### src/rtl/cam_stream_emulator.sv
// cam_stream_emulator
// Camera-side transmitter: plays back a frame stored in 16-bit RAM words as a
// camera pixel bus (vclk, hsync, vsync, pixel_data), one byte per vclk period.
// Bus outputs change only on the clk that opens a vclk low phase, so the
// receiver sees them stable on the rising edge of vclk.
// Build macro TEST_PATTERN_EN: when defined, pixel_data carries the low byte of
// the byte index (a ramp) instead of RAM data. mem_addr keeps advancing.
module cam_stream_emulator #(
  parameter int DW        = 15,   // RAM data MSB (16-bit word)
  parameter int AW        = 11,   // RAM word-address MSB
  parameter int ROW_BYTES = 256,  // bytes per active row (even, >= 2)
  parameter int ROWS      = 96,   // active rows per frame (>= 1)
  parameter int DIV       = 2,    // clk cycles per vclk half-period (>= 2)
  parameter int H_BLANK   = 8,    // vclk periods with hsync low between rows
  parameter int V_BLANK   = 16    // vclk periods with vsync low after last row
) (
  input  logic          clk,
  input  logic          reset_sync,
  input  logic          p_trigg,
  output logic          p_done,
  output logic          p_busy,
  output logic [AW:0]   mem_addr,
  input  logic [DW:0]   mem_data,
  output logic          vclk,
  output logic          hsync,
  output logic          vsync,
  output logic [7:0]    pixel_data
);

  // vclk phase counter runs 0 .. 2*DIV-1: low for the first DIV, high for the rest
  localparam int PH_W = $clog2(2 * DIV);
  localparam logic [PH_W-1:0] PH_HIGH_M1 = PH_W'(DIV - 1);
  localparam logic [PH_W-1:0] PH_LAST    = PH_W'(2 * DIV - 1);
  localparam logic [PH_W-1:0] PH_ONE     = PH_W'(1);

  // One counter serves bytes-in-row, H blank and V blank periods
  localparam int CNT_MAX_RB = (ROW_BYTES > H_BLANK) ? ROW_BYTES : H_BLANK;
  localparam int CNT_MAX    = (CNT_MAX_RB > V_BLANK) ? CNT_MAX_RB : V_BLANK;
  localparam int CNT_W      = $clog2(CNT_MAX + 1);
  localparam logic [CNT_W-1:0] CNT_ONE     = CNT_W'(1);
  localparam logic [CNT_W-1:0] CNT_ROW_END = CNT_W'(ROW_BYTES);
  localparam logic [CNT_W-1:0] CNT_HB_END  = CNT_W'(H_BLANK);
  localparam logic [CNT_W-1:0] CNT_VB_END  = CNT_W'(V_BLANK);

  localparam int ROW_W = $clog2(ROWS + 1);
  localparam logic [ROW_W-1:0] ROW_ONE  = ROW_W'(1);
  localparam logic [ROW_W-1:0] ROW_LAST = ROW_W'(ROWS - 1);

  localparam logic [AW+1:0] A_ONE = {{(AW + 1){1'b0}}, 1'b1};

  typedef enum logic [2:0] {
    S_IDLE = 3'd0,
    S_LEAD = 3'd1,
    S_ROW  = 3'd2,
    S_HBLK = 3'd3,
    S_VBLK = 3'd4,
    S_DONE = 3'd5
  } state_t;

  // Pick the byte of a RAM word addressed by the byte-counter LSB
  function automatic logic [7:0] byte_sel(input logic [15:0] word, input logic hi);
    logic [7:0] b;
    if (hi) begin
      b = word[15:8];
    end else begin
      b = word[7:0];
    end
    return b;
  endfunction

  state_t            r_state;
  logic [PH_W-1:0]   r_ph;
  logic              r_vclk;
  logic              r_hsync;
  logic              r_vsync;
  logic [7:0]        r_pixel;
  logic              r_done;
  logic              r_busy;
  logic [AW:0]       r_mem_addr;
  logic [AW+1:0]     r_a;
  logic [ROW_W-1:0]  r_row;
  logic [CNT_W-1:0]  r_cnt;
  logic              r_trig_pend;
  logic              r_trig_s1;
  logic              r_trig_s2;
  logic              r_trig_s3;

  logic              w_trig_rise;
  logic [7:0]        w_byte;

`ifdef TEST_PATTERN_EN
  logic [AW+9:0]     w_a_ext;
  assign w_a_ext = {8'h00, r_a};
`endif

  assign w_trig_rise = r_trig_s2 & ~r_trig_s3;

  assign p_done     = r_done;
  assign p_busy     = r_busy;
  assign mem_addr   = r_mem_addr;
  assign vclk       = r_vclk;
  assign hsync      = r_hsync;
  assign vsync      = r_vsync;
  assign pixel_data = r_pixel;

  // Two-flop synchroniser for the trigger plus a third stage for rising-edge detection
  always_ff @(posedge clk or posedge reset_sync) begin
    if (reset_sync) begin
      r_trig_s1 <= 1'b0;
      r_trig_s2 <= 1'b0;
      r_trig_s3 <= 1'b0;
    end else begin
      r_trig_s1 <= p_trigg;
      r_trig_s2 <= r_trig_s1;
      r_trig_s3 <= r_trig_s2;
    end
  end

  // Byte to show in the next period. RAM data for the word fetched at the
  // start of the previous high phase has settled by the low-phase opening edge.
  always_comb begin
    w_byte = 8'h00;
`ifdef TEST_PATTERN_EN
    w_byte = w_a_ext[7:0];
`else
    w_byte = byte_sel(mem_data[15:0], r_a[0]);
`endif
  end

  // Frame sequencer: vclk phase, counters, fetch address and registered bus outputs
  always_ff @(posedge clk or posedge reset_sync) begin
    if (reset_sync) begin
      r_state     <= S_IDLE;
      r_ph        <= '0;
      r_vclk      <= 1'b0;
      r_hsync     <= 1'b0;
      r_vsync     <= 1'b0;
      r_pixel     <= 8'h00;
      r_done      <= 1'b0;
      r_busy      <= 1'b0;
      r_mem_addr  <= '0;
      r_a         <= '0;
      r_row       <= '0;
      r_cnt       <= '0;
      r_trig_pend <= 1'b0;
    end else begin
      case (r_state)
        S_IDLE: begin
          if (w_trig_rise || r_trig_pend) begin
            // This clk opens the low phase of the lead-in period
            r_state     <= S_LEAD;
            r_busy      <= 1'b1;
            r_done      <= 1'b0;
            r_vsync     <= 1'b1;
            r_hsync     <= 1'b0;
            r_pixel     <= 8'h00;
            r_vclk      <= 1'b0;
            r_ph        <= '0;
            r_a         <= '0;
            r_row       <= '0;
            r_cnt       <= CNT_ONE;
            r_trig_pend <= 1'b0;
          end else begin
            r_vclk <= 1'b0;
            r_ph   <= '0;
          end
        end

        S_DONE: begin
          // An edge seen on this clk must not be lost while passing through IDLE
          r_state     <= S_IDLE;
          r_trig_pend <= w_trig_rise;
        end

        S_LEAD, S_ROW, S_HBLK, S_VBLK: begin
          if (r_ph != PH_LAST) begin
            r_ph <= r_ph + PH_ONE;
            if (r_ph == PH_HIGH_M1) begin
              // Entering the high phase: present the word holding the next byte
              r_vclk     <= 1'b1;
              r_mem_addr <= r_a[AW+1:1];
            end else begin
              r_vclk <= r_vclk;
            end
          end else begin
            // Period boundary: open the next low phase and update the bus
            r_ph   <= '0;
            r_vclk <= 1'b0;
            case (r_state)
              S_LEAD: begin
                r_state <= S_ROW;
                r_hsync <= 1'b1;
                r_vsync <= 1'b1;
                r_pixel <= w_byte;
                r_a     <= r_a + A_ONE;
                r_cnt   <= CNT_ONE;
              end
              S_ROW: begin
                if (r_cnt == CNT_ROW_END) begin
                  r_hsync <= 1'b0;
                  r_pixel <= 8'h00;
                  r_cnt   <= CNT_ONE;
                  r_row   <= r_row + ROW_ONE;
                  if (r_row == ROW_LAST) begin
                    r_state <= S_VBLK;
                    r_vsync <= 1'b0;
                  end else begin
                    r_state <= S_HBLK;
                    r_vsync <= 1'b1;
                  end
                end else begin
                  r_hsync <= 1'b1;
                  r_vsync <= 1'b1;
                  r_pixel <= w_byte;
                  r_a     <= r_a + A_ONE;
                  r_cnt   <= r_cnt + CNT_ONE;
                end
              end
              S_HBLK: begin
                if (r_cnt == CNT_HB_END) begin
                  r_state <= S_ROW;
                  r_hsync <= 1'b1;
                  r_vsync <= 1'b1;
                  r_pixel <= w_byte;
                  r_a     <= r_a + A_ONE;
                  r_cnt   <= CNT_ONE;
                end else begin
                  r_cnt <= r_cnt + CNT_ONE;
                end
              end
              S_VBLK: begin
                if (r_cnt == CNT_VB_END) begin
                  // Frame complete; vclk parks low and the bus goes quiet
                  r_state <= S_DONE;
                  r_busy  <= 1'b0;
                  r_done  <= 1'b1;
                  r_hsync <= 1'b0;
                  r_vsync <= 1'b0;
                  r_pixel <= 8'h00;
                  r_cnt   <= '0;
                end else begin
                  r_cnt <= r_cnt + CNT_ONE;
                end
              end
              default: begin
                r_state <= S_IDLE;
              end
            endcase
          end
        end

        default: begin
          r_state <= S_IDLE;
          r_busy  <= 1'b0;
          r_vclk  <= 1'b0;
          r_hsync <= 1'b0;
          r_vsync <= 1'b0;
          r_pixel <= 8'h00;
          r_ph    <= '0;
        end
      endcase
    end
  end

endmodule

### config.mk
export PLATFORM = sky130hd
export DESIGN_NAME = cam_stream_emulator
export DESIGN_NICKNAME = d
export VERILOG_FILES = /design/src/rtl/cam_stream_emulator.sv
export SDC_FILE = /design/constraint.sdc
export NUM_CORES = 1
export LEC_CHECK = 0
export ABC_CLOCK_PERIOD_IN_PS = 2910
export CORE_ASPECT_RATIO = 1.5
export CORE_MARGIN = 8
export CORE_UTILIZATION = 50
export CTS_CLUSTER_DIAMETER = 150
export DETAILED_ROUTE_END_ITERATION = 10
export HOLD_SLACK_MARGIN = 0.06
export MAX_ROUTING_LAYER = met4
export PLACE_DENSITY = 0.83
export SLEW_MARGIN = 0
export SYNTH_ARGS = -nofsm -noshare
export SYNTH_HDL_FRONTEND = slang
export SYNTH_SLANG_ARGS = --single-unit
### constraint.sdc
create_clock -name clk -period 2.91 [get_ports clk]
set_clock_uncertainty 0.15 [all_clocks]
set_input_delay 0.582 -clock clk [delete_from_list [all_inputs] [get_ports clk]]
set_output_delay 0.582 -clock clk [all_outputs]
set_load 0.02 [all_outputs]
# [Yosys cells after proc, flatten, opt, wreduce, memory -nomap -nowiden]
# Index checks and enable logic that the tools add are counted.
[totals] register_bits=63 input_bits=19 out_inout_bits=25 wordCells=122
[op_classes] add_sub_neg=4 eq_ne=24 muxes=60 bitwise=3 reduce_logical=15
[op_table] op="two-way mux 13 bit" n=4
[op_table] op="two-way mux 8 bit" n=6
[op_table] op="two-way mux 9 bit" n=5
[op_table] op="one-hot mux 13 bit (3 select lines)" n=1
[op_table] op="one-hot mux 9 bit (4 select lines)" n=1
[op_table] op="one-hot mux 8 bit (4 select lines)" n=1
[op_table] op="two-way mux 7 bit" n=4
[op_table] op="one-hot mux 13 bit (2 select lines)" n=1
[op_table] op="one-hot mux 8 bit (3 select lines)" n=1
[op_table] op="AND reduction 5 bit" n=4
[op_table] op="two-way mux 3 bit" n=6
[op_table] op="one-hot mux 9 bit (2 select lines)" n=1
[op_table] op="two-way mux 1 bit" n=16
[op_table] op="!= test 3 bit, second input constant" n=5
[op_table] op="!= test 2 bit, second input constant" n=7
[op_table] op="one-hot mux 7 bit (2 select lines)" n=1
[op_table] op="adder 13 x 1 -> 13 bit, second input constant" n=1
[op_table] op="one-hot mux 3 bit (4 select lines)" n=1
[op_table] op="AND reduction 6 bit" n=2
[op_table] op="adder 9 x 1 -> 9 bit, second input constant" n=1
[op_table] op="equality test 9 x 4 -> 1 bit, second input constant" n=1
[op_table] op="equality test 9 x 5 -> 1 bit, second input constant" n=1
[op_table] op="equality test 9 bit, second input constant" n=1
[op_table] op="one-hot mux 1 bit (3 select lines)" n=3
[op_table] op="other kinds (23)" n=31

# [Depth between registers and ports, before layout]
# Gate-level depths: netlist of run 1.
[logic_depth] ltp_word=6 depth_mapped=8 mapped_depth_nobuf=7

# [Worst setup path before layout of run 1]
# No wires, ideal clock.
[synth_timing] path_type="register to register" startpoint="reg r_cnt[0]" endpoint="reg r_a[10]" setup_time_ps=78 arrival_time_ps=1937 required_ps=2682 setup_slack_ps=745 path_stages_with_launch=9 path_buffers=1 synth_period_minus_slack_ps=2165 path_cell_list="dfrtp_1 > inv_1 > ha_1 > nor3b_1 > a31o_2 > o2111ai_2 > buf_6 > or3_1 > a21oi_1"
[synth_between] elab_chain_len=3 elab_cells_between_ends=5 classes_between="4 x eq/ne; 1 x reduce/logical"
[synth_lines] element="start, declared" line_no="82" text="logic [CNT_W-1:0] r_cnt;"
[synth_lines] element="start signal, assigned" line_no="216" text="r_cnt <= r_cnt + CNT_ONE;"
[synth_lines] element="start signal, assigned" line_no="228" text="r_cnt <= r_cnt + CNT_ONE;"
[synth_lines] element="start signal, assigned" line_no="242" text="r_cnt <= r_cnt + CNT_ONE;"
[synth_lines] element="equality test 9 bit / equality test 9 x 4 -> 1 bit (equally long branches)" line_no="199, 220"
[synth_lines] element="!= test 3 bit (no line)"
[synth_lines] element="AND reduction 6 bit (no line) *"
[synth_lines] element="end signal, assigned" line_no="195" text="r_a <= r_a + A_ONE;"
[synth_lines] element="end signal, assigned" line_no="215" text="r_a <= r_a + A_ONE;"
[synth_lines] element="end signal, assigned" line_no="225" text="r_a <= r_a + A_ONE;"
[synth_lines] element="end, declared" line_no="80" text="logic [AW+1:0] r_a;"
# Mark *: on every way between the ends. The rest lies on a longest branch, timed or not.
# A chain may end at the register's enable or synchronous reset.

# [Final worst setup path of run 1]
[layout_timing] startpoint="reg r_cnt[0]" endpoint="reg r_a[12]"
# Same word-level chain as after synthesis.

==> results of run 1 <==
==> worst min path at each step <==
stage	start	to	depth (start not counted)
2_1_floorplan	r_trig_s1$_DFF_PP0_	r_trig_s2$_DFF_PP0_	0
3_3_place_gp	r_trig_s1$_DFF_PP0_	r_trig_s2$_DFF_PP0_	0
3_5_place_dp	r_trig_s1$_DFF_PP0_	r_trig_s2$_DFF_PP0_	0
4_1_cts	r_trig_s1$_DFF_PP0_	r_trig_s2$_DFF_PP0_	0
5_1_grt	r_trig_s1$_DFF_PP0_	r_trig_s2$_DFF_PP0_	0
6_report	r_trig_s1$_DFF_PP0_	r_trig_s2$_DFF_PP0_	0
==> synth_stat cells, types with 3 or more instances <==
master    number  area share, %
a21oi_1       20            3.0
a22o_1         7            1.9
and2_1         3           0.57
and3_1         9            1.7
buf_2          4           0.61
clkbuf_1       8           0.91
dfrtp_1       63             48
ha_1           7            2.7
inv_1         14            1.6
mux2_1         4            1.4
mux2_2         7            2.4
mux2i_1        9            2.7
nand2_1       33            3.8
nand2b_1       8            1.5
nand3_1        9            1.4
nand4_1        4           0.76
nor2_1        14            1.6
nor2b_1        5           0.95
nor3_1         3           0.46
o21ai_0       27            4.1
o22ai_1        3           0.57
o31ai_1       11            2.5
or3_1          9            1.7
xnor2_1        4            1.1
==> area by class of cell <==
class	instances	share of cell area (%)
timing repair buffer	51	12.5
inverter	14	1.31
clock buffer	12	3.36
sequential	63	39.2
clock inverter	4	1.74
multi-input combinational	235	39.6
tap	76	2.36
==> through the flow <==
| stage | hold WS (ns) | std cells |
|---|---|---|
| after global routing | 0.225 | 455 |
| after floorplan | 0.181 | 327 |
| after detailed placement | 0.193 | 439 |
| final | 0.207 | 455 |
| after global placement | 0.186 | 439 |
| after CTS | 0.207 | 455 |
==> state kept, by name, indices dropped and copies added (netlist names), 2 cells and up <==
name,cells
r_state,3
r_row,7
r_cnt,9
r_ph,2
pixel_data,8
mem_addr,12
r_a,13
==> cells in the final DEF, fill, tap and decap left out, drive strengths merged, types with 2 or more instances in the layout <==
| cell type | Yosys | final |
|---|---|---|
| or3 | 9 | 9 |
| a211oi | 2 | 2 |
| o2111ai | 4 | 4 |
| nor3 | 3 | 3 |
| dfrtp | 63 | 63 |
| nand2b | 8 | 8 |
| nor4 | 2 | 2 |
| a22o | 7 | 7 |
| o41ai | 2 | 2 |
| mux2 | 11 | 11 |
| nor3b | 2 | 2 |
| nand4 | 5 | 5 |
| a21oi | 21 | 21 |
| buf | 7 | 8 |
| mux2i | 9 | 9 |
| a2bb2oi | 2 | 2 |
| inv | 14 | 14 |
| ha | 7 | 7 |
| bufinv | 0 | 2 |
| clkinv | 0 | 2 |
| o21ai | 29 | 29 |
| nor2 | 14 | 14 |
| o31ai | 11 | 11 |
| nand2 | 33 | 33 |
| clkdlybuf4s50 | 0 | 43 |
| and3 | 10 | 10 |
| xnor2 | 4 | 4 |
| o22ai | 3 | 3 |
| nor2b | 5 | 5 |
| clkbuf | 8 | 12 |
| a31o | 2 | 2 |
| nand3 | 9 | 9 |
| and2 | 3 | 3 |
| a21boi | 2 | 2 |
==> routing by layer <==
metal / routed length, µm / part of all wire (%) / global-route usage, %
met1: 2890 / 40 / 17.9
met2: 3970 / 55 / 27.7
met3: 296 / 4.1 / 4.69
met4: 100 / 1.4 / 5.88
met5: 0 / 0 / -
==> cell families after synthesis <==
logic type,count (synthesis)
compound gates,94
simple gates,110
fa+ha+maj,7
buf+inv,29
flops,63
mux,20
xor+xnor,4
==> report_power, final <==
| group | internal, mW | leakage [nW] | switching, mW |
|---|---|---|---|
| Combinational | 0.530 | 0.853 | 0.627 |
| Sequential | 1.04 | 0.831 | 0.188 |
| Clock | 0.480 | 0.104 | 0.316 |
| Total | 2.05 | 1.79 | 1.13 |
==> metrics.yaml, run 1 <==
detailed_routing:
  ant_nets: 0
  dr_total_vias: 2672
  drc: 0
  wire_per_inst_um: 15.9
  postRouteWirelength_um: 7250
  first_pass_iters: 4
  viasPerCell: 5.87
  dr.first_iter.drc_count: 117
grt:
  grt_overflow_total: 0
  grt_pass1_wl_um: 12100
  grt_usage_pct: 16.5
  grt_max_degree: 40
  grt_pass1_vias: 2618
  antenna_found_initial: 0
place:
  post-dp-hpwl_um: 5270
  io_buffers: 43
  dpl_worst_slack_ns: 0.398
  placed_area_mm2: 0.00382
  gp_congestion: 0.867
clocking:
  clock_latency_ns: 0.34
  holdBufCountCts: 0
  cts_tree: "built"
  cts-root-buf: "clkbuf_8"
  post_cts_buffers: 0
  htree_levels: 3
  cts_resized: 0
  clockBufferDepth: 2
  cts.sinks: 63
  numCtsBuffers: 9
  clkTransAtPathRegs_ns: 0.07
die:
  rows: 36
  dieArea_mm2: 0.00949
  core_mm2: 0.00644
  io_pins: 44
  die_h_um: 115
  floorplan.initialDensity_pct: 51.1
  dieWidth_um: 82.2
outcome:
  outcome: "completed"
critical_path:
  crit_slowest_cell: "or4_1"
  crit_arrival_ns: 2.69
  crit_path_max_fanout: 11
  worstPathCellList: "inv_1 > ha_1 > nor3b_1 > a31o_2 > o2111ai_2 > or4_1 > a21oi_1"
  cp_num_cells: 7
  critical_path.endpoint: "r_a[12]$_DFFE_PP0P_"
  regToRegSetupSlack_ns: 0.33
  critPathBufInv: 1
  critPathKind: "reg2reg"
  crit_path_end_kind: "flip-flop"
  reg2reg_from: "r_cnt[0]$_DFFE_PP0P_"
  max_stage_delay_ns: 0.53
  cp.required_ns: 3.02
  path_delay_family: "simple AND/OR/NAND/NOR gates"
  critical_path.startpoint: "r_cnt[0]$_DFFE_PP0P_"
  reg2reg_depth: 7
  start_kind: "flip-flop"
  reg2reg_to: "r_a[12]$_DFFE_PP0P_"
sta:
  layout_worst_path_cycle_share_pct: 88.6
  slew_violations: 0
  min_period_ns: 2.58
  max_freq_ghz: 0.388
  worst_slack_ns: 0.331
  maxSlewHeadroom_pct: 48.7
  hold_viol_final: 0
  finalSetupTns_ns: 0
  setup_viol: 0
  rsz0062_at_grt: "false"
  worst_pin_slew_ns: 0.770
synth:
  seq_area_frac_synth_pct: 47.9
  yosys_register_bits: 63
  synth_ff_type: "dfrtp_1"
  synth_compound_area_share_pct: 19.5
  ys_async_sr_fraction_pct: 100
  ys_warn_count: 0
  synth_fp_nets: 353
  netlist_area_mm2: 0.00329
  synthAdderAreaFrac_pct: 2.66
  synth_top_family_by_area: "compound AO/OA/AOI/OAI gates"
  synth_mux_area_share_pct: 6.50
  yosys.area_share.simple_pct: 18.6
  synth_xor_area_share_pct: 1.06
  synth_edf_count: 0
  synthCells: 327
  synth_cell_type_count: 57
  syn_avg_cell_area_um2: 10.1
power:
  vdd_drop_max_uv: 418
  p_total_mw: 3.18
  p_leak_nw: 1.79
  power_density_mw_per_mm2: 790
cells_and_area:
  seq_area_mm2: 0.00158
  postLayoutCellArea_mm2: 0.00403
  syn_to_final_growth_pct: 22.3
  finish.utilization_pct: 62.5
  multiInputGateArea_mm2: 0.00159
  final_nets: 400
  drive_above_1_share_pct: 11.1
  antenna_cells: 0
  n_fill_cell: 536
hold_path:
  min_path_type: "reg2reg"
job:
  drv_cap: 0
Power figures use the tool's default switching activity.
==> run 2, diff against run 1 <==
--- a/config.mk
+++ b/config.mk
@@ -5,8 +5,7 @@
 export SDC_FILE = /design/constraint.sdc
 export NUM_CORES = 1
 export LEC_CHECK = 0
-export ABC_CLOCK_PERIOD_IN_PS = 2910
-export CORE_ASPECT_RATIO = 1.5
+export CORE_ASPECT_RATIO = 2
 export CORE_MARGIN = 8
 export CORE_UTILIZATION = 50
 export CTS_CLUSTER_DIAMETER = 150
==> run 2 against run 1 <==
Net effect: hold slack improved by 0.0013 ns; cell count increased by 2.9%; first-iteration DRC count grew 47%; critical path depth unchanged; sequential cell count is the same.
==> metrics.yaml, run 2 (synthesis gave the netlist of run 1 again) <==
grt:
  grt_overflow_total: 0
  antenna_found_initial: 0
  grt_pass1_wl_um: 12600
  grt_pass1_vias: 2760
  grt_usage_pct: 17.3
  grt_max_degree: 25
detailed_routing:
  first_pass_iters: 4
  dr_total_vias: 2738
  viasPerCell: 5.85
  wire_per_inst_um: 15.8
  ant_nets: 0
  postRouteWirelength_um: 7410
  drc: 0
  dr.first_iter.drc_count: 172
die:
  rows: 42
  io_pins: 44
  dieArea_mm2: 0.00959
  die_h_um: 131
  floorplan.initialDensity_pct: 50.5
  core_mm2: 0.00652
  dieWidth_um: 73.4
cells_and_area:
  largest_register_ff_count: 13
  drive_above_1_share_pct: 11.3
  final_common_cell: "dfrtp_1"
  n_fill_cell: 560
  postLayoutCellArea_mm2: 0.00409
  layout_common_cells: "dfrtp_1 (63), clkdlybuf4s50_1 (43), nand2_1 (33), o21ai_0 (27), a21oi_1 (20)"
  syn_to_final_growth_pct: 24.3
  top_register: "r_a"
  antenna_cells: 0
  final_nets: 401
hold_path:
  min_path_type: "reg2reg"
clocking:
  numCtsBuffers: 9
  cts_resized: 0
  htree_levels: 3
  cts.sinks: 63
  clockBufferDepth: 2
  cts_tree: "built"
  holdBufCountCts: 0
  clock_latency_ns: 0.33
  cts-root-buf: "clkbuf_16"
  post_cts_buffers: 0
  clkTransAtPathRegs_ns: 0.05
critical_path:
  start_kind: "flip-flop"
  reg2reg_depth: 7
  path_delay_family: "simple AND/OR/NAND/NOR gates"
  cp_num_cells: 7
  reg2reg_to: "r_a[12]$_DFFE_PP0P_"
  critPathKind: "reg2reg"
  reg2reg_from: "r_cnt[0]$_DFFE_PP0P_"
  regToRegSetupSlack_ns: 0.37
  critical_path.startpoint: "r_cnt[0]$_DFFE_PP0P_"
  crit_path_end_kind: "flip-flop"
  crit_arrival_ns: 2.64
  crit_path_max_fanout: 11
  crit_slowest_cell: "or4_1"
  cp.required_ns: 3.01
  critical_path.endpoint: "r_a[12]$_DFFE_PP0P_"
  critPathBufInv: 1
  max_stage_delay_ns: 0.54
  worstPathCellList: "inv_1 > ha_1 > nor3b_1 > a31o_2 > o2111ai_2 > or4_1 > a21oi_1"
sta:
  worst_slack_ns: 0.371
  rsz0062_at_grt: "false"
  finalSetupTns_ns: 0
  hold_viol_final: 0
  maxSlewHeadroom_pct: 50.1
  slew_violations: 0
  setup_viol: 0
  max_freq_ghz: 0.394
  min_period_ns: 2.54
  layout_worst_path_cycle_share_pct: 87.3
  worst_pin_slew_ns: 0.748
place:
  post-dp-hpwl_um: 5340
  placed_area_mm2: 0.00383
  gp_congestion: 0.840
  dpl_worst_slack_ns: 0.400
  io_buffers: 43
power:
  vdd_drop_max_uv: 542
  p_leak_nw: 1.81
  power_density_mw_per_mm2: 816
outcome:
  outcome: "completed"
job:
  drv_cap: 0
[run 2: cell type report]
cell class | instances | area [µm²] | area share [%]
clock buffers | 12 | 236 | 5.78
clock inverters | 4 | 22.5 | 0.551
inverters | 14 | 52.6 | 1.29
multi-input cells | 235 | 1590 | 39.0
flip-flops and latches | 63 | 1580 | 38.6
well taps | 88 | 110 | 2.69
repair buffers | 52 | 498 | 12.2
[run 2: worst min path at each step]
stage                     depth (start not counted)                 from             endpoint  slack (ns)
after floorplan                                   0  r_trig_s1$_DFF_PP0_  r_trig_s2$_DFF_PP0_        0.18
after global placement                            0  r_trig_s1$_DFF_PP0_  r_trig_s2$_DFF_PP0_        0.19
after detailed placement                          0  r_trig_s1$_DFF_PP0_  r_trig_s2$_DFF_PP0_        0.19
after CTS                                         0  r_trig_s1$_DFF_PP0_  r_trig_s2$_DFF_PP0_        0.21
after global routing                              0  r_trig_s1$_DFF_PP0_  r_trig_s2$_DFF_PP0_        0.21
final                                             0  r_trig_s1$_DFF_PP0_  r_trig_s2$_DFF_PP0_        0.21
[run 2: report_power, final]
group	leakage [nW]	internal, mW	total [mW]	switching, mW
Sequential	0.831	1.04	1.24	0.201
Clock	0.126	0.571	0.931	0.361
Combinational	0.853	0.529	1.16	0.635
Total	1.81	2.14	3.34	1.20
[run 2: per-stage QoR]
stage                     utilization, %  hold slack (ns)  total power, mW  cells
after floorplan                        -            0.181             1.99    327
after global placement              58.8            0.192             2.35    452
after detailed placement            58.8            0.190             2.40    452
after CTS                           62.7            0.211             3.36    468
after global routing                62.7            0.212             3.55    468
final                               62.7            0.208             3.34    468
[run 2: metal layers]
metal	track usage, %	vias up	share of wire, %
met5	-	-	0
met4	7.47	0	1.7
met3	5.89	14	5.8
met2	26.7	75	49
met1	19.8	1349	43
li1	-	1300	-
==> run 3, diff against run 2 <==
--- a/config.mk
+++ b/config.mk
@@ -13,6 +13,7 @@
 export HOLD_SLACK_MARGIN = 0.06
 export MAX_ROUTING_LAYER = met4
 export PLACE_DENSITY = 0.83
+export SETUP_SLACK_MARGIN = 0.05
 export SLEW_MARGIN = 0
 export SYNTH_ARGS = -nofsm -noshare
 export SYNTH_HDL_FRONTEND = slang
==> results of run 3 <==
Same layout as run 2: the final DEF is identical, and so are final timing and power.
